<file path="src/rtl/sockit_spi_pkg.sv">
// Shared types for the sockit SPI master: command bit layout and
// arbiter state/mode encodings.
package sockit_spi_pkg;

    localparam int unsigned SPI_CW  = 32;
    localparam int unsigned CMD_LST = SPI_CW - 1;
    localparam int unsigned CMD_RD  = SPI_CW - 2;

    typedef enum logic [1:0] {
        ARB_IDLE  = 2'd0,
        ARB_BUSY  = 2'd1,
        ARB_DRAIN = 2'd2
    } arb_state_t;

    typedef enum logic {
        ARB_RR  = 1'b0,
        ARB_FIX = 1'b1
    } arb_mode_t;

    function automatic int unsigned cmd_lst_bit(int unsigned cw);
        return cw - 1;
    endfunction

    function automatic int unsigned cmd_rd_bit(int unsigned cw);
        return cw - 2;
    endfunction

endpackage

</file>
<file path="src/rtl/sockit_spi_arb_sel.sv">
// Combinational winner select: round-robin after ptr_i, or fixed
// priority with channel 0 highest.
module sockit_spi_arb_sel
    import sockit_spi_pkg::*;
#(
    parameter int unsigned CN = 2,
    localparam int unsigned IW = (CN > 1) ? $clog2(CN) : 1
) (
    input  logic [CN-1:0] req_i,
    input  logic [IW-1:0] ptr_i,
    input  arb_mode_t     mode_i,
    output logic [CN-1:0] oh_o,
    output logic [IW-1:0] idx_o
);

    logic          found;
    int unsigned   c;
    logic [IW-1:0] ci;

    always_comb begin
        oh_o  = '0;
        idx_o = '0;
        found = 1'b0;
        c     = 0;
        ci    = '0;
        for (int unsigned k = 0; k < CN; k++) begin
            if (mode_i == ARB_FIX) c = k;
            else c = (32'(ptr_i) + k + 32'd1) % CN;
            ci = IW'(c);
            if (req_i[ci] && !found) begin
                found     = 1'b1;
                oh_o[ci]  = 1'b1;
                idx_o     = ci;
            end
        end
    end

endmodule

</file>
<file path="src/rtl/sockit_spi_arb.sv">
// N-channel arbiter for the serializer command/write/read streams;
// the grant is held for a whole SPI transaction.
module sockit_spi_arb
    import sockit_spi_pkg::*;
#(
    parameter int unsigned CN  = 2,
    parameter int unsigned CW  = 32,
    parameter int unsigned DW  = 8,
    parameter int unsigned PRI = 0,
    parameter int unsigned OCW = 4,
    localparam int unsigned IW = (CN > 1) ? $clog2(CN) : 1
) (
    input  logic             clk,
    input  logic             rst,
    input  logic [CN-1:0]    sci_vld,
    input  logic [CN*CW-1:0] sci_dat,
    output logic [CN-1:0]    sci_rdy,
    input  logic [CN-1:0]    swi_vld,
    input  logic [CN*DW-1:0] swi_dat,
    output logic [CN-1:0]    swi_rdy,
    output logic [CN-1:0]    sro_vld,
    output logic [DW-1:0]    sro_dat,
    input  logic [CN-1:0]    sro_rdy,
    output logic             sco_vld,
    output logic [CW-1:0]    sco_dat,
    input  logic             sco_rdy,
    output logic             swo_vld,
    output logic [DW-1:0]    swo_dat,
    input  logic             swo_rdy,
    input  logic             sri_vld,
    input  logic [DW-1:0]    sri_dat,
    output logic             sri_rdy,
    output logic             gnt_vld,
    output logic [IW-1:0]    gnt_idx,
    output logic             err_sro
);

    localparam int unsigned LST = cmd_lst_bit(CW);
    localparam int unsigned RD  = cmd_rd_bit(CW);

    arb_state_t    state_q, state_d;
    logic [IW-1:0] gnt_q, gnt_d, ptr_q, ptr_d;
    logic [OCW-1:0] cnt_q, cnt_d;
    logic          err_q, err_d;

    arb_mode_t     mode;
    logic [CN-1:0] win_oh;
    logic [IW-1:0] win_idx;
    logic [CW-1:0] cmd;
    logic          cmd_rd, cmd_lst, busy, cnt_nz, stall;
    logic          cmd_acc, rd_cmd, rd_acc;

    assign mode = (PRI != 0) ? ARB_FIX : ARB_RR;

    sockit_spi_arb_sel #(.CN(CN)) u_sel (
        .req_i  (sci_vld),
        .ptr_i  (ptr_q),
        .mode_i (mode),
        .oh_o   (win_oh),
        .idx_o  (win_idx)
    );

    always_comb begin
        cmd     = sci_dat[gnt_q*CW +: CW];
        cmd_rd  = cmd[RD];
        cmd_lst = cmd[LST];
        busy    = (state_q == ARB_BUSY);
        cnt_nz  = (cnt_q != '0);
        // A read command must not overflow the in-flight counter.
        stall   = cmd_rd && (cnt_q == '1);

        sco_vld = busy && sci_vld[gnt_q] && !stall;
        sco_dat = cmd;
        sci_rdy = '0;
        sci_rdy[gnt_q] = busy && sco_rdy && !stall;

        swo_vld = busy && swi_vld[gnt_q];
        swo_dat = swi_dat[gnt_q*DW +: DW];
        swi_rdy = '0;
        swi_rdy[gnt_q] = busy && swo_rdy;

        sro_dat = sri_dat;
        sro_vld = '0;
        sro_vld[gnt_q] = sri_vld && cnt_nz;
        // Unsolicited beats are swallowed and flagged.
        sri_rdy = cnt_nz ? sro_rdy[gnt_q] : 1'b1;

        cmd_acc = sco_vld && sco_rdy;
        rd_cmd  = cmd_acc && cmd_rd;
        rd_acc  = sri_vld && sri_rdy && cnt_nz;
        err_d   = sri_vld && !cnt_nz;

        cnt_d = cnt_q;
        if (rd_cmd && !rd_acc) cnt_d = cnt_q + OCW'(1);
        else if (rd_acc && !rd_cmd) cnt_d = cnt_q - OCW'(1);

        state_d = state_q;
        gnt_d   = gnt_q;
        ptr_d   = ptr_q;
        unique case (state_q)
            ARB_IDLE: begin
                if (|win_oh) begin
                    state_d = ARB_BUSY;
                    gnt_d   = win_idx;
                    ptr_d   = win_idx;
                end
            end
            ARB_BUSY: begin
                if (cmd_acc && cmd_lst)
                    state_d = (cnt_d == '0) ? ARB_IDLE : ARB_DRAIN;
            end
            ARB_DRAIN: begin
                if (!cnt_nz) state_d = ARB_IDLE;
            end
            default: state_d = ARB_IDLE;
        endcase
    end

    always_ff @(posedge clk or posedge rst) begin
        if (rst) begin
            state_q <= ARB_IDLE;
            gnt_q   <= '0;
            ptr_q   <= IW'(CN - 1);
            cnt_q   <= '0;
            err_q   <= 1'b0;
        end else begin
            state_q <= state_d;
            gnt_q   <= gnt_d;
            ptr_q   <= ptr_d;
            cnt_q   <= cnt_d;
            err_q   <= err_d;
        end
    end

    assign gnt_vld = (state_q != ARB_IDLE);
    assign gnt_idx = gnt_q;
    assign err_sro = err_q;

endmodule

</file>
<file path="config.mk">
export PLATFORM = sky130hd
export DESIGN_NAME = sockit_spi_arb
export DESIGN_NICKNAME = d
export VERILOG_FILES = /design/src/rtl/sockit_spi_pkg.sv /design/src/rtl/sockit_spi_arb_sel.sv /design/src/rtl/sockit_spi_arb.sv
export SDC_FILE = /design/constraint.sdc
export NUM_CORES = 1
export LEC_CHECK = 0
export ABC_AREA = 1
export BUFFER_PORTS_ARGS = -buffer_cell sky130_fd_sc_hd__buf_2
export CORE_ASPECT_RATIO = 0.6
export CORE_UTILIZATION = 34
export CTS_BUF_LIST = sky130_fd_sc_hd__clkbuf_4 sky130_fd_sc_hd__clkbuf_8
export CTS_CLUSTER_DIAMETER = 80
export DETAILED_ROUTE_END_ITERATION = 8
export PLACE_DENSITY = 0.84
export REMOVE_ABC_BUFFERS = 1
export SLEW_MARGIN = 30
export SYNTH_ARGS = -nofsm -noshare
export SYNTH_HDL_FRONTEND = slang
export SYNTH_SLANG_ARGS = --single-unit
export TNS_END_PERCENT = 1
</file>
<file path="constraint.sdc">
create_clock -name clk -period 2.28 [get_ports clk]
set_clock_uncertainty 0.15 [all_clocks]
set_input_delay 0.456 -clock clk [delete_from_list [all_inputs] [get_ports clk]]
set_output_delay 0.456 -clock clk [all_outputs]
set_load 0.01 [all_outputs]
</file>
* Yosys cells after proc, flatten, opt, wreduce, memory -nomap -nowiden
Index checks and enable logic that the tools add are counted.
** Word-level totals
- Bits in registers :: 9
- Input port bits :: 99
- Output and inout bits :: 60
- Logic and storage cells :: 88
** Operators by class
- Shift operators :: 2
- Mux-type cells :: 29
- Equal/unequal tests :: 6
- Add/subtract/negate cells :: 4
- Reductions and logical operators :: 32
- Bitwise logic cells :: 4
- Magnitude comparators :: 6
** Operators by type and width (number)
- 64-bit by 7-bit indexed part select with 32-bit output :: 1
- 1-bit logical AND :: 20
- 1-bit two-way mux :: 17
- 16-bit by 5-bit indexed part select with 8-bit output :: 1
- 2-bit two-way mux :: 6
- 4-bit two-way mux :: 2
- 2-bit bitwise AND :: 3
- 1-bit by 2-bit < comparator with 1-bit output, second input constant :: 3
- 2-bit case mux with 3 select lines :: 1
- 1-bit logical NOT :: 5
- 4-bit by 1-bit adder with 4-bit output, second input constant :: 1
- 4-bit == test, second input constant :: 1
- 4-bit logical NOT :: 1
- 2-bit != test, second input constant :: 2
- 4-bit nonzero test :: 1
- 4-bit by 1-bit subtractor with 4-bit output, second input constant :: 1
- 1-bit demux with 1-bit select :: 3
- 1-bit greater-or-equal comparator, second input constant :: 3
- 3-bit AND reduction :: 1
- 1-bit adder, second input constant :: 2
- 2-bit by 1-bit == test with 1-bit output, second input constant :: 1
- 2-bit == test, second input constant :: 1
- 2-bit logical NOT :: 1
- 2-bit by 1-bit != test with 1-bit output, second input constant :: 1
- 4 further kinds :: 4

* Logic depth before layout (Yosys ltp)
Gate-level depths: netlist of run 1.
- Depth after elaboration :: 14
- Depth in mapped cells :: 14
- Gate-level depth less buffers :: 14

* By module
From an unflattened synthesis of run 1, not the netlist that was laid out.
** Unflattened totals
- Cells, all modules :: 247
- Area total of the unflattened synthesis :: 1310.0 µm²
** By module, submodules not included
- sockit_spi_arb :: sequential area each 226.5 µm², cells each 240, instances 1, area each 1280.0 µm²
- sockit_spi_arb_sel :: sequential area each 0.0 µm², cells each 7, instances 1, area each 30.0 µm²

* Worst setup path before layout of run 1
OpenSTA, ideal clock, no wires.
- Path type :: register -> register
- Start point :: reg cnt_q[0]
- End point :: reg state_q[1]
- Slack :: 540 ps
- Arrival :: 1473 ps
- Path buffers :: 0
- Stages on the path, launching flop included :: 15
- Data required time :: 2014 ps
- Clock period less this slack :: 1740 ps
- Setup time :: 116 ps
- Path through :: dfrtp_1 > inv_1 > ha_1 > nand2_2 > nand2_2 > nor2_8 > inv_2 > nand2_4 > nand2_1 > nand2_1 > nand2_2 > nor2_1 > nand2_1 > nand2_1 > nand2_1
** On the way
- Cells in the longest elaborated chain, start to end :: 14
- Elaborated cells between the ends (all ways) :: 26
- Classes of those cells :: 2 x add/sub; 3 x eq/ne; 6 x mux; 15 x reduce/logical
** Ends and longest elaborated chain
- start, declared :: line sockit_spi_arb.sv:43 : logic [OCW-1:0] cnt_q, cnt_d;
- start signal, assigned :: line sockit_spi_arb.sv:130 : cnt_q <= cnt_d;
- 4-bit == test :: line sockit_spi_arb.sv:70 : stall = cmd_rd && (cnt_q == '1);
- 1-bit logical AND :: line sockit_spi_arb.sv:70
- 1-bit logical NOT :: line sockit_spi_arb.sv:72 : sco_vld = busy && sci_vld[gnt_q] && !stall;
- 1-bit logical AND :: line sockit_spi_arb.sv:72
- 1-bit logical AND :: line sockit_spi_arb.sv:88 : cmd_acc = sco_vld && sco_rdy;
- 1-bit logical AND :: line sockit_spi_arb.sv:89 : rd_cmd = cmd_acc && cmd_rd;
- 1-bit logical NOT :: line sockit_spi_arb.sv:95 : else if (rd_acc && !rd_cmd) cnt_d = cnt_q - OCW'(1);
- 1-bit logical AND :: line sockit_spi_arb.sv:95
- 4-bit two-way mux :: line sockit_spi_arb.sv:95
- 4-bit two-way mux * :: line sockit_spi_arb.sv:94 : if (rd_cmd && !rd_acc) cnt_d = cnt_q + OCW'(1);
- net cnt_d[0] :: line sockit_spi_arb.sv:43
- 4-bit logical NOT * :: line sockit_spi_arb.sv:110 : state_d = (cnt_d == '0) ? ARB_IDLE : ARB_DRAIN;
- 2-bit two-way mux * :: line sockit_spi_arb.sv:110
- 2-bit two-way mux * :: line sockit_spi_arb.sv:109 : if (cmd_acc && cmd_lst)
- 2-bit case mux with 3 select lines * :: line sockit_spi_arb.sv:100 : unique case (state_q)
- end signal, assigned :: line sockit_spi_arb.sv:127 : state_q <= state_d;
- end, declared :: line sockit_spi_arb.sv:41 : arb_state_t state_q, state_d;
The timed path passes the listed nets; every way through them passes the cells marked *. The select of a mux whose other input is x is not followed.
A chain may end at the register's enable or synchronous reset.

* Worst setup path in the final report of run 1
- Start point :: reg cnt_q[1]
- End point :: out sci_rdy[1]
** On the way
- Cells in the longest elaborated chain, start to end :: 5
** Ends and longest elaborated chain
- 4-bit == test :: line sockit_spi_arb.sv:70
- 1-bit logical AND :: line sockit_spi_arb.sv:70
- 1-bit logical NOT :: line sockit_spi_arb.sv:75 : sci_rdy[gnt_q] = busy && sco_rdy && !stall;
- 1-bit logical AND :: line sockit_spi_arb.sv:75
- 2-bit bitwise AND (no source line)
- end, declared :: line sockit_spi_arb.sv:17 : output logic [CN-1:0] sci_rdy,
Every way passes these cells.

==> impl_metrics.xml, run 1 <==
<?xml version="1.0" encoding="UTF-8"?>
<metrics>
  <group name="clock_network">
    <metric name="clk_latency" unit="ps">240</metric>
    <metric name="cts_hold_buffers" unit="">0</metric>
    <metric name="cts_root_buf" unit="">clkbuf_8</metric>
    <metric name="total_cts_buffers" unit="">3</metric>
    <metric name="clk_pin_slew_worst_paths" unit="ps">50</metric>
    <metric name="cts_tree" unit="">done</metric>
    <metric name="cts-root-to-sink-buffers" unit="">2</metric>
    <metric name="tritoncts_num_sinks" unit="">9</metric>
    <metric name="h-tree-depth" unit="">1</metric>
  </group>
  <group name="global_route">
    <metric name="grt_pass1_wl" unit="µm">7000</metric>
    <metric name="grt.met2_usage" unit="">0.415</metric>
    <metric name="met1_demand_to_capacity_share_in_global_routing" unit="">0.243</metric>
    <metric name="grt_usage" unit="">0.226</metric>
    <metric name="global_route.usage.met3" unit="">0.100</metric>
    <metric name="grt_antenna_before_repair" unit="">0</metric>
    <metric name="overall_overflow_remaining_after_global_route" unit="">0</metric>
    <metric name="grt_most_used_layer" unit="">met2</metric>
    <metric name="grt_max_degree" unit="">33</metric>
    <metric name="number_of_global_route_vias_before_repair" unit="">1666</metric>
  </group>
  <group name="power_and_ir_drop">
    <metric name="power.leakage" unit="nW">1.38</metric>
    <metric name="report.power.total" unit="mW">2.28</metric>
    <metric name="seqPwrFrac" unit="">0.135</metric>
    <metric name="cellPowerDensity" unit="nW/µm²">1120</metric>
    <metric name="netSwitchingFraction" unit="">0.538</metric>
    <metric name="internal_power" unit="mW">1.05</metric>
    <metric name="combinationalPowerShare" unit="">0.776</metric>
    <metric name="clock_power_share" unit="">0.089</metric>
    <metric name="power.switching" unit="mW">1.23</metric>
    <metric name="peakVddDrop" unit="V">0.000561</metric>
  </group>
  <group name="logic_synthesis">
    <metric name="seq_area_frac_synth" unit="">0.176</metric>
    <metric name="synth_seq_cells" unit="">9</metric>
    <metric name="yosys.cell_count.top_type" unit="">nand2_1</metric>
    <metric name="synth_edf_count" unit="">0</metric>
    <metric name="synth.area.top_cells" unit="">nand2_1 43%, dfrtp_1 16%, buf_4 5.3%</metric>
    <metric name="yosysWarningCount" unit="">0</metric>
    <metric name="ys_dominant_reg_cell" unit="">dfrtp_1</metric>
    <metric name="yosys_top_cell_by_area" unit="">nand2_1</metric>
    <metric name="yosys.area.top_type_share" unit="">0.427</metric>
    <metric name="avgSynthCellArea" unit="µm²">5.37</metric>
    <metric name="post_synth_most_frequent_cells" unit="">146 x nand2_1, 15 x inv_1, 10 x nor2_1</metric>
    <metric name="cell_area_after_synthesis" unit="µm²">1280</metric>
    <metric name="asyncSetResetFlopFracSynth" unit="">1.00</metric>
    <metric name="synth_cell_types" unit="">24</metric>
    <metric name="number_of_standard_cells_after_synthesis" unit="">239</metric>
  </group>
  <group name="sta">
    <metric name="drv_slew" unit="">0</metric>
    <metric name="tightest_pin_transition" unit="ps">361</metric>
    <metric name="max-slew-margin-rel" unit="">0.759</metric>
    <metric name="grt_setup_unrepaired" unit="">yes</metric>
    <metric name="final-setup-viol-count" unit="">0</metric>
    <metric name="timing_hold_violations_final" unit="">0</metric>
    <metric name="finalCriticalPeriod" unit="ps">2170</metric>
    <metric name="layout_worst_path_cycle_share" unit="">0.951</metric>
    <metric name="max_freq" unit="MHz">461</metric>
    <metric name="whs" unit="ps">27.4</metric>
  </group>
  <group name="route">
    <metric name="detail_route.first_pass.iterations" unit="">5</metric>
    <metric name="detail_route.wl_per_cell" unit="µm">11.0</metric>
    <metric name="detail_route.iter0.violations" unit="">60</metric>
    <metric name="post_route_antenna_net_violation_count" unit="">0</metric>
    <metric name="via_per_inst" unit="">4.45</metric>
    <metric name="detail_route.drc_violations" unit="">0</metric>
    <metric name="route.vias.total" unit="">1856</metric>
    <metric name="routed_wl" unit="µm">4580</metric>
  </group>
  <group name="min_path">
    <metric name="hold_class" unit="">in -&gt; async</metric>
  </group>
  <group name="floorplanning">
    <metric name="num_rows" unit="">16</metric>
    <metric name="initial_core_util" unit="">0.375</metric>
    <metric name="core_area" unit="µm²">3420</metric>
    <metric name="die_h" unit="µm">49.6</metric>
    <metric name="die_x" unit="µm">81.3</metric>
    <metric name="pin_count" unit="">159</metric>
    <metric name="die_area" unit="µm²">4030</metric>
  </group>
  <group name="cells_and_area">
    <metric name="layout-area-overhead-vs-synth" unit="%">58.0</metric>
    <metric name="post_route_cells_drive_above_1_share" unit="">0.460</metric>
    <metric name="antenna_cells" unit="">0</metric>
    <metric name="n_fill_cell" unit="">344</metric>
    <metric name="finalCoreUtilization" unit="">0.592</metric>
    <metric name="finalNetCount" unit="">474</metric>
  </group>
  <group name="run_status">
    <metric name="status" unit="">complete, no violations</metric>
  </group>
  <group name="worst_setup_path">
    <metric name="crit_fanout" unit="">5</metric>
    <metric name="worstSetupPathType" unit="">reg -&gt; out</metric>
    <metric name="crit_path_start_kind" unit="">flop</metric>
    <metric name="worstPathRequired" unit="ps">1670</metric>
    <metric name="cp-end-kind" unit="">output port</metric>
    <metric name="critPathArrivalTime" unit="ps">1560</metric>
  </group>
  <group name="run">
    <metric name="max_cap_violations" unit="">0</metric>
  </group>
  <group name="placed_design">
    <metric name="place.gp.congestion" unit="">0.944</metric>
    <metric name="numPortBuffers" unit="">142</metric>
    <metric name="dp_hpwl" unit="µm">3920</metric>
  </group>
</metrics>
## cell type report
class / instances / area, µm² / area share
Clock buffer: 4 / 48.8 / 0.0241
Inverter: 18 / 70.1 / 0.0345
Multi-Input combinational cell: 194 / 875 / 0.431
Sequential cell: 9 / 226 / 0.112
Tap cell: 45 / 56.3 / 0.0278
Timing Repair Buffer: 147 / 752 / 0.371
## state kept, by name, indices dropped and copies added, names as in the netlist
register  flops
ptr_q         1
gnt_idx       1
cnt_q         4
err_sro       1
state_q       2
## critical path: stages, from the launching register on
cell and delay, ps:
dfrtp_1 410, ha_1 220, nand3_1 140, a21oi_1 220, inv_1 60, nand2_1 80, nor2_1 40, buf_2 140
## timing repair
action                                  4_1_cts  5_1_grt
setup buffers                                 0        0
gates resized for setup                       0        2
endpoints found under the setup margin        0        3
## stage by stage
| stage | setup slack, ps | setup TNS (ps) | cell area, µm² | cells |
|---|---|---|---|---|
| after floorplan | -537 | -10170 | 1170 | 221 |
| after global placement | 382 | 0 | 1970 | 413 |
| after detailed placement | 338 | 0 | 1970 | 413 |
| after CTS | 82.0 | 0 | 2020 | 417 |
| after global routing | -7.62 | -7.62 | 2030 | 417 |
| final | 113 | 0 | 2030 | 417 |
## routing by layer
metal  share of wire  vias to the layer above  wire [µm]
met5               0                        -          0
met4          0.0046                        0         21
met3            0.13                        4        617
met2            0.48                      102       2180
met1            0.38                      775       1760
li1                -                      975          -
## cell usage in the layout (no fill, tap or decap), types with 3 or more instances in the layout
cell / instances
buf_2: 142
buf_4: 4
clkbuf_8: 3
dfrtp_1: 8
inv_1: 15
nand2_1: 146
nand2_2: 7
nand3_1: 8
nor2_1: 10
nor2_2: 3
nor3_1: 3
xor2_1: 4
## power groups by stage
stage                     Clock [mW]  Combinational, mW  Sequential [mW]
after global routing           0.218               1.99            0.319
after CTS                      0.206               1.78            0.305
after detailed placement           0               1.77            0.307
final                          0.203               1.77            0.308
after global placement             0               1.74            0.302
after floorplan                    0               1.02            0.372
## logic make-up (layout without fill, tap and decap cells)
| group | after synthesis | count (layout) | synth area share |
|---|---|---|---|
| simple gates | 181 | 181 | 0.597 |
| buf+inv | 36 | 169 | 0.142 |
| flops | 9 | 9 | 0.176 |
| compound gates | 6 | 6 | 0.0292 |
| xor+xnor | 4 | 4 | 0.0273 |
| fa+ha+maj | 2 | 2 | 0.0195 |
| mux | 1 | 1 | 0.00780 |
## path summary, 6_finish.rpt
path	end	slack [ps]	from	cells past startpoint
worst max-delay path	sci_rdy[1]	110	cnt_q[1]	7
min in group clk	err_sro	310	sri_vld	3
worst min-delay path	state_q[0]	30	rst	2
worst min register to register	ptr_q	310	ptr_q	2
max in group asynchronous	ptr_q	1650	rst	2
worst max register to register	state_q[1]	330	cnt_q[0]	14
Note: power is estimated with default switching activity, not from simulation.
==> run 2: changes to the inputs <==
PLACE_DENSITY = 0.9   (was 0.84)
RECOVER_POWER = 25   (was default)
==> run 2 against run 1 <==
- non-clock buffer count unchanged
- worst setup slack improved by 40 ps
- die area unchanged
- via count increased by 2.3%
- cell count unchanged
- total power decreased by 1.2%
- highest routed layer is now met5
- utilization decreased by 0.22 points
- first-iteration DRC count increased by 3.3%
- clock power decreased by 4%
==> impl_metrics.xml, run 2 (same netlist as run 1, synthesis figures left out) <==
<?xml version="1.0" encoding="UTF-8"?>
<metrics>
  <group name="global_route">
    <metric name="number_of_global_route_vias_before_repair" unit="">1692</metric>
    <metric name="overall_overflow_remaining_after_global_route" unit="">0</metric>
    <metric name="grt_pass1_wl" unit="µm">7330</metric>
    <metric name="grt_max_degree" unit="">35</metric>
    <metric name="grt_antenna_before_repair" unit="">0</metric>
    <metric name="grt_usage" unit="">0.245</metric>
  </group>
  <group name="worst_setup_path">
    <metric name="crit_path_start_kind" unit="">flop</metric>
    <metric name="critPathArrivalTime" unit="ps">1520</metric>
    <metric name="r2r-start" unit="">cnt_q[0]</metric>
    <metric name="cp-end-kind" unit="">output port</metric>
    <metric name="timing.critical_path.from" unit="">cnt_q[1]</metric>
    <metric name="crit_fanout" unit="">5</metric>
    <metric name="worstSetupPathType" unit="">reg -&gt; out</metric>
    <metric name="worstPathRequired" unit="ps">1670</metric>
  </group>
  <group name="cells_and_area">
    <metric name="post_route_cells_drive_above_1_share" unit="">0.457</metric>
    <metric name="largest_register" unit="">cnt_q</metric>
    <metric name="reg_top3" unit="">cnt_q x4, state_q x2</metric>
    <metric name="finalCoreUtilization" unit="">0.590</metric>
    <metric name="layout-area-overhead-vs-synth" unit="%">57.4</metric>
    <metric name="layout.cells.most_common" unit="">nand2_1</metric>
    <metric name="final_cell_mix" unit="">147 x nand2_1, 142 x buf_2, 15 x inv_1</metric>
    <metric name="largest_reg_flops" unit="">4</metric>
    <metric name="antenna_cells" unit="">0</metric>
    <metric name="finalNetCount" unit="">474</metric>
    <metric name="post-route-cell-area" unit="µm²">2020</metric>
  </group>
  <group name="route">
    <metric name="detail_route.drc_violations" unit="">0</metric>
    <metric name="route.vias.total" unit="">1898</metric>
    <metric name="via_per_inst" unit="">4.55</metric>
    <metric name="detail_route.wl_per_cell" unit="µm">11.2</metric>
    <metric name="detail_route.iter0.violations" unit="">62</metric>
    <metric name="post_route_antenna_net_violation_count" unit="">0</metric>
    <metric name="routed_wl" unit="µm">4670</metric>
    <metric name="detail_route.first_pass.iterations" unit="">4</metric>
  </group>
  <group name="floorplanning">
    <metric name="die_h" unit="µm">49.6</metric>
    <metric name="initial_core_util" unit="">0.375</metric>
    <metric name="num_rows" unit="">16</metric>
    <metric name="die_area" unit="µm²">4030</metric>
    <metric name="pin_count" unit="">159</metric>
    <metric name="core_area" unit="µm²">3420</metric>
    <metric name="die_x" unit="µm">81.3</metric>
  </group>
  <group name="clock_network">
    <metric name="cts_tree" unit="">done</metric>
    <metric name="cts_root_buf" unit="">clkbuf_8</metric>
    <metric name="clk_pin_slew_worst_paths" unit="ps">40</metric>
    <metric name="h-tree-depth" unit="">1</metric>
    <metric name="tritoncts_num_sinks" unit="">9</metric>
    <metric name="clk_latency" unit="ps">230</metric>
    <metric name="cts_hold_buffers" unit="">0</metric>
    <metric name="total_cts_buffers" unit="">3</metric>
    <metric name="cts-root-to-sink-buffers" unit="">2</metric>
    <metric name="postCtsSetupBuffers" unit="">0</metric>
    <metric name="post_cts_resize_count" unit="">0</metric>
  </group>
  <group name="sta">
    <metric name="max_freq" unit="MHz">470</metric>
    <metric name="max-slew-margin-rel" unit="">0.754</metric>
    <metric name="timing_hold_violations_final" unit="">0</metric>
    <metric name="final-setup-viol-count" unit="">0</metric>
    <metric name="grt_setup_unrepaired" unit="">no</metric>
    <metric name="layout_worst_path_cycle_share" unit="">0.933</metric>
    <metric name="tightest_pin_transition" unit="ps">368</metric>
    <metric name="drv_slew" unit="">0</metric>
    <metric name="finalCriticalPeriod" unit="ps">2130</metric>
    <metric name="setup_slack" unit="ps">153</metric>
  </group>
  <group name="placed_design">
    <metric name="preCtsSetupSlack" unit="ps">353</metric>
    <metric name="dp_hpwl" unit="µm">3990</metric>
    <metric name="numPortBuffers" unit="">142</metric>
    <metric name="place.gp.congestion" unit="">0.848</metric>
    <metric name="place_area" unit="µm²">1970</metric>
  </group>
  <group name="run_status">
    <metric name="status" unit="">complete, no violations</metric>
  </group>
  <group name="power_and_ir_drop">
    <metric name="cellPowerDensity" unit="nW/µm²">1120</metric>
    <metric name="peakVddDrop" unit="V">0.000613</metric>
    <metric name="power.leakage" unit="nW">1.38</metric>
    <metric name="report.power.total" unit="mW">2.25</metric>
  </group>
  <group name="min_path">
    <metric name="hold_class" unit="">in -&gt; async</metric>
  </group>
  <group name="run">
    <metric name="max_cap_violations" unit="">0</metric>
  </group>
</metrics>
[run 2: area by class of cell]
| type | instances | area, µm² |
|---|---|---|
| fillers | 344 | 1400 |
| multi-input cells | 194 | 872 |
| repair buffers | 147 | 748 |
| flip-flops and latches | 9 | 226 |
| inverters | 18 | 68.8 |
| well taps | 45 | 56.3 |
| clock buffers | 4 | 48.8 |
[run 2: critical path, stage by stage, from the launching register on]
cell	delay, ps
dfrtp_1	400
ha_1	210
nand3_1	140
a21oi_1	210
inv_1	60
nand2_1	80
nor2_1	40
buf_2	140
[run 2: worst paths after layout]
kind	endpoint	slack [ps]	depth (start not counted)
worst min-delay path	err_sro	40	2
min in group clk	err_sro	310	3
worst max-delay path	sci_rdy[1]	150	7
worst max register to register	state_q[1]	290	14
max in group asynchronous	ptr_q	1630	2
worst min register to register	ptr_q	310	2
[run 2: through the flow]
step           setup TNS [ps]  hold WS (ps)  cells
2_1_floorplan          -10170           133    221
3_3_place_gp                0           279    413
3_5_place_dp                0           285    413
4_1_cts                     0          40.0    417
5_1_grt                     0          68.1    417
6_report                    0          38.9    417
[run 2: power by group]
part | total (mW) | switching [mW] | internal [mW] | leakage, nW
logic | 1.75 | 1.08 | 0.674 | 1.25
clock network | 0.194 | 0.0605 | 0.133 | 0.0262
registers | 0.307 | 0.0704 | 0.236 | 0.110
[run 2: layer usage]
metal / wire, µm / GRT usage / vias up
met2: 1930 / 0.396 / 107
met5: 69 / 0.143 / -
li1: - / - / 973
met1: 1840 / 0.243 / 803
met3: 756 / 0.159 / 13
met4: 76 / 0.0833 / 2
==> run 3: changes to the inputs <==
SETUP_SLACK_MARGIN = 0.4   (was default)
==> run 3 against run 2 <==
- global-route usage is 0.43 points higher
- maximum frequency rose by 6.4%
- combinational power grew 10%
- via count grew 2.2%
- sequential cell count did not move
- routed wire length up 2.9%
- clock-buffer cell count did not move
- first-iteration DRC count increased by 4.8%
- largest cell class unchanged
- largest power group unchanged
==> impl_metrics.xml, run 3 (same netlist as run 1, synthesis figures left out) <==
<?xml version="1.0" encoding="UTF-8"?>
<metrics>
  <group name="run_status">
    <metric name="status" unit="">complete, no violations</metric>
  </group>
  <group name="sta">
    <metric name="max_freq" unit="MHz">500</metric>
    <metric name="max-slew-margin-rel" unit="">0.759</metric>
    <metric name="grt_setup_unrepaired" unit="">yes</metric>
    <metric name="whs" unit="ps">33.8</metric>
    <metric name="layout_worst_path_cycle_share" unit="">0.877</metric>
    <metric name="finalCriticalPeriod" unit="ps">2000</metric>
    <metric name="tightest_pin_transition" unit="ps">361</metric>
    <metric name="timing_hold_violations_final" unit="">0</metric>
    <metric name="drv_slew" unit="">0</metric>
    <metric name="fin_setup_tns" unit="ps">0</metric>
    <metric name="final-setup-viol-count" unit="">0</metric>
  </group>
  <group name="route">
    <metric name="via_per_inst" unit="">4.55</metric>
    <metric name="detail_route.wl_per_cell" unit="µm">11.3</metric>
    <metric name="detail_route.iter0.violations" unit="">65</metric>
    <metric name="detail_route.first_pass.iterations" unit="">4</metric>
    <metric name="detail_route.drc_violations" unit="">0</metric>
    <metric name="routed_wl" unit="µm">4800</metric>
    <metric name="post_route_antenna_net_violation_count" unit="">0</metric>
    <metric name="route.vias.total" unit="">1940</metric>
  </group>
  <group name="floorplanning">
    <metric name="num_rows" unit="">16</metric>
    <metric name="core_area" unit="µm²">3420</metric>
    <metric name="die_area" unit="µm²">4030</metric>
    <metric name="die_h" unit="µm">49.6</metric>
    <metric name="pin_count" unit="">159</metric>
    <metric name="initial_core_util" unit="">0.375</metric>
    <metric name="die_x" unit="µm">81.3</metric>
  </group>
  <group name="clock_network">
    <metric name="cts-root-to-sink-buffers" unit="">2</metric>
    <metric name="cts_tree" unit="">done</metric>
    <metric name="clk_pin_slew_worst_paths" unit="ps">40</metric>
    <metric name="h-tree-depth" unit="">1</metric>
    <metric name="total_cts_buffers" unit="">3</metric>
    <metric name="cts_hold_buffers" unit="">0</metric>
    <metric name="cts_root_buf" unit="">clkbuf_8</metric>
    <metric name="clk_latency" unit="ps">230</metric>
    <metric name="tritoncts_num_sinks" unit="">9</metric>
  </group>
  <group name="power_and_ir_drop">
    <metric name="cellPowerDensity" unit="nW/µm²">1130</metric>
    <metric name="peakVddDrop" unit="V">0.000647</metric>
    <metric name="power.leakage" unit="nW">1.43</metric>
  </group>
  <group name="worst_setup_path">
    <metric name="crit_path_start_kind" unit="">flop</metric>
    <metric name="worstSetupPathType" unit="">reg -&gt; out</metric>
    <metric name="crit_fanout" unit="">4</metric>
    <metric name="reg2reg_setup_slack" unit="ps">340</metric>
    <metric name="critPathArrivalTime" unit="ps">1390</metric>
    <metric name="cp-end-kind" unit="">output port</metric>
    <metric name="worstPathRequired" unit="ps">1670</metric>
  </group>
  <group name="cells_and_area">
    <metric name="largest_register" unit="">cnt_q</metric>
    <metric name="antenna_cells" unit="">0</metric>
    <metric name="finish.cell_count_without_fillers" unit="">426</metric>
    <metric name="layout-area-overhead-vs-synth" unit="%">67.9</metric>
    <metric name="final_cell_mix" unit="">145 x nand2_1, 142 x buf_2, 15 x inv_1</metric>
    <metric name="post-route-cell-area" unit="µm²">2160</metric>
    <metric name="reg_top3" unit="">cnt_q x4, state_q x2</metric>
    <metric name="largest_reg_flops" unit="">4</metric>
    <metric name="layout.cells.most_common" unit="">nand2_1</metric>
    <metric name="finalNetCount" unit="">483</metric>
    <metric name="n_fill_cell" unit="">322</metric>
    <metric name="post_route_cells_drive_above_1_share" unit="">0.488</metric>
  </group>
  <group name="placed_design">
    <metric name="place.gp.congestion" unit="">0.848</metric>
    <metric name="numPortBuffers" unit="">142</metric>
    <metric name="place_area" unit="µm²">1970</metric>
    <metric name="dp_cells" unit="">413</metric>
    <metric name="dp_hpwl" unit="µm">3990</metric>
  </group>
  <group name="run">
    <metric name="max_cap_violations" unit="">0</metric>
  </group>
  <group name="global_route">
    <metric name="grt_pass1_wl" unit="µm">7490</metric>
    <metric name="grt_usage" unit="">0.249</metric>
    <metric name="grt_antenna_before_repair" unit="">0</metric>
    <metric name="overall_overflow_remaining_after_global_route" unit="">0</metric>
    <metric name="number_of_global_route_vias_before_repair" unit="">1739</metric>
    <metric name="grt_max_degree" unit="">35</metric>
  </group>
  <group name="min_path">
    <metric name="hold_class" unit="">in -&gt; async</metric>
  </group>
</metrics>
==> run 3: cell types whose count changed in the layout (fill, tap and decap cells not counted), sizes merged <==
cell | before | now
buf | 147 | 156
==> run 3: what timing repair did <==
item / 4_1_cts / 5_1_grt
buffers inserted: 7 / 2
gates resized for setup: 8 / 7
cloned: 0 / 0
pin swaps: 2 / 1
setup endpoints to repair: 39 / 42
==> run 3: metal layers <==
layer  track usage  wire length, µm  vias up
met2         0.419             2030      112
met4        0.0833               76        2
li1              -                -      996
met1         0.236             1780      817
met3         0.159              838       13
met5         0.143               69        -
==> run 3: worst paths after layout <==
kind,from,endpoint,cells after the start
min reg2reg,ptr_q,ptr_q,2
max in group asynchronous,rst,ptr_q,2
min in group clk,ptr_q,ptr_q,2
max,cnt_q[0],sro_vld[0],6
min,rst,err_sro,2
max reg2reg,cnt_q[0],state_q[1],14
==> run 3: report_power, final <==
group	internal (mW)	leakage, nW	switching, mW	total, mW
Combinational	0.793	1.30	1.13	1.93
Clock	0.134	0.0262	0.0616	0.195
Sequential	0.238	0.108	0.0846	0.322
==> run 3: area by class of cell <==
class,instances,area (µm²),share of cell area
tap,45,56.3,0.0261
timing repair buffer,156,823,0.382
inverter,18,71.3,0.0331
sequential,9,228,0.106
multi-input combinational,194,928,0.431
clock buffer,4,48.8,0.0226
==> run 3: per-stage QoR <==
step	util	total power, mW	setup WS (ps)
after detailed placement	0.577	2.07	353
after CTS	0.616	2.39	330
final	0.630	2.45	281
after floorplan	-	1.39	-537
after global placement	0.577	2.04	408
after global routing	0.630	2.71	209
==> run 3: worst max-delay path, stage by stage, from the launching register on <==
cell	delay, ps
dfrtp_1	400
inv_1	100
ha_1	230
nand2_2	120
nand2_4	80
nor2_1	80
buf_2	130
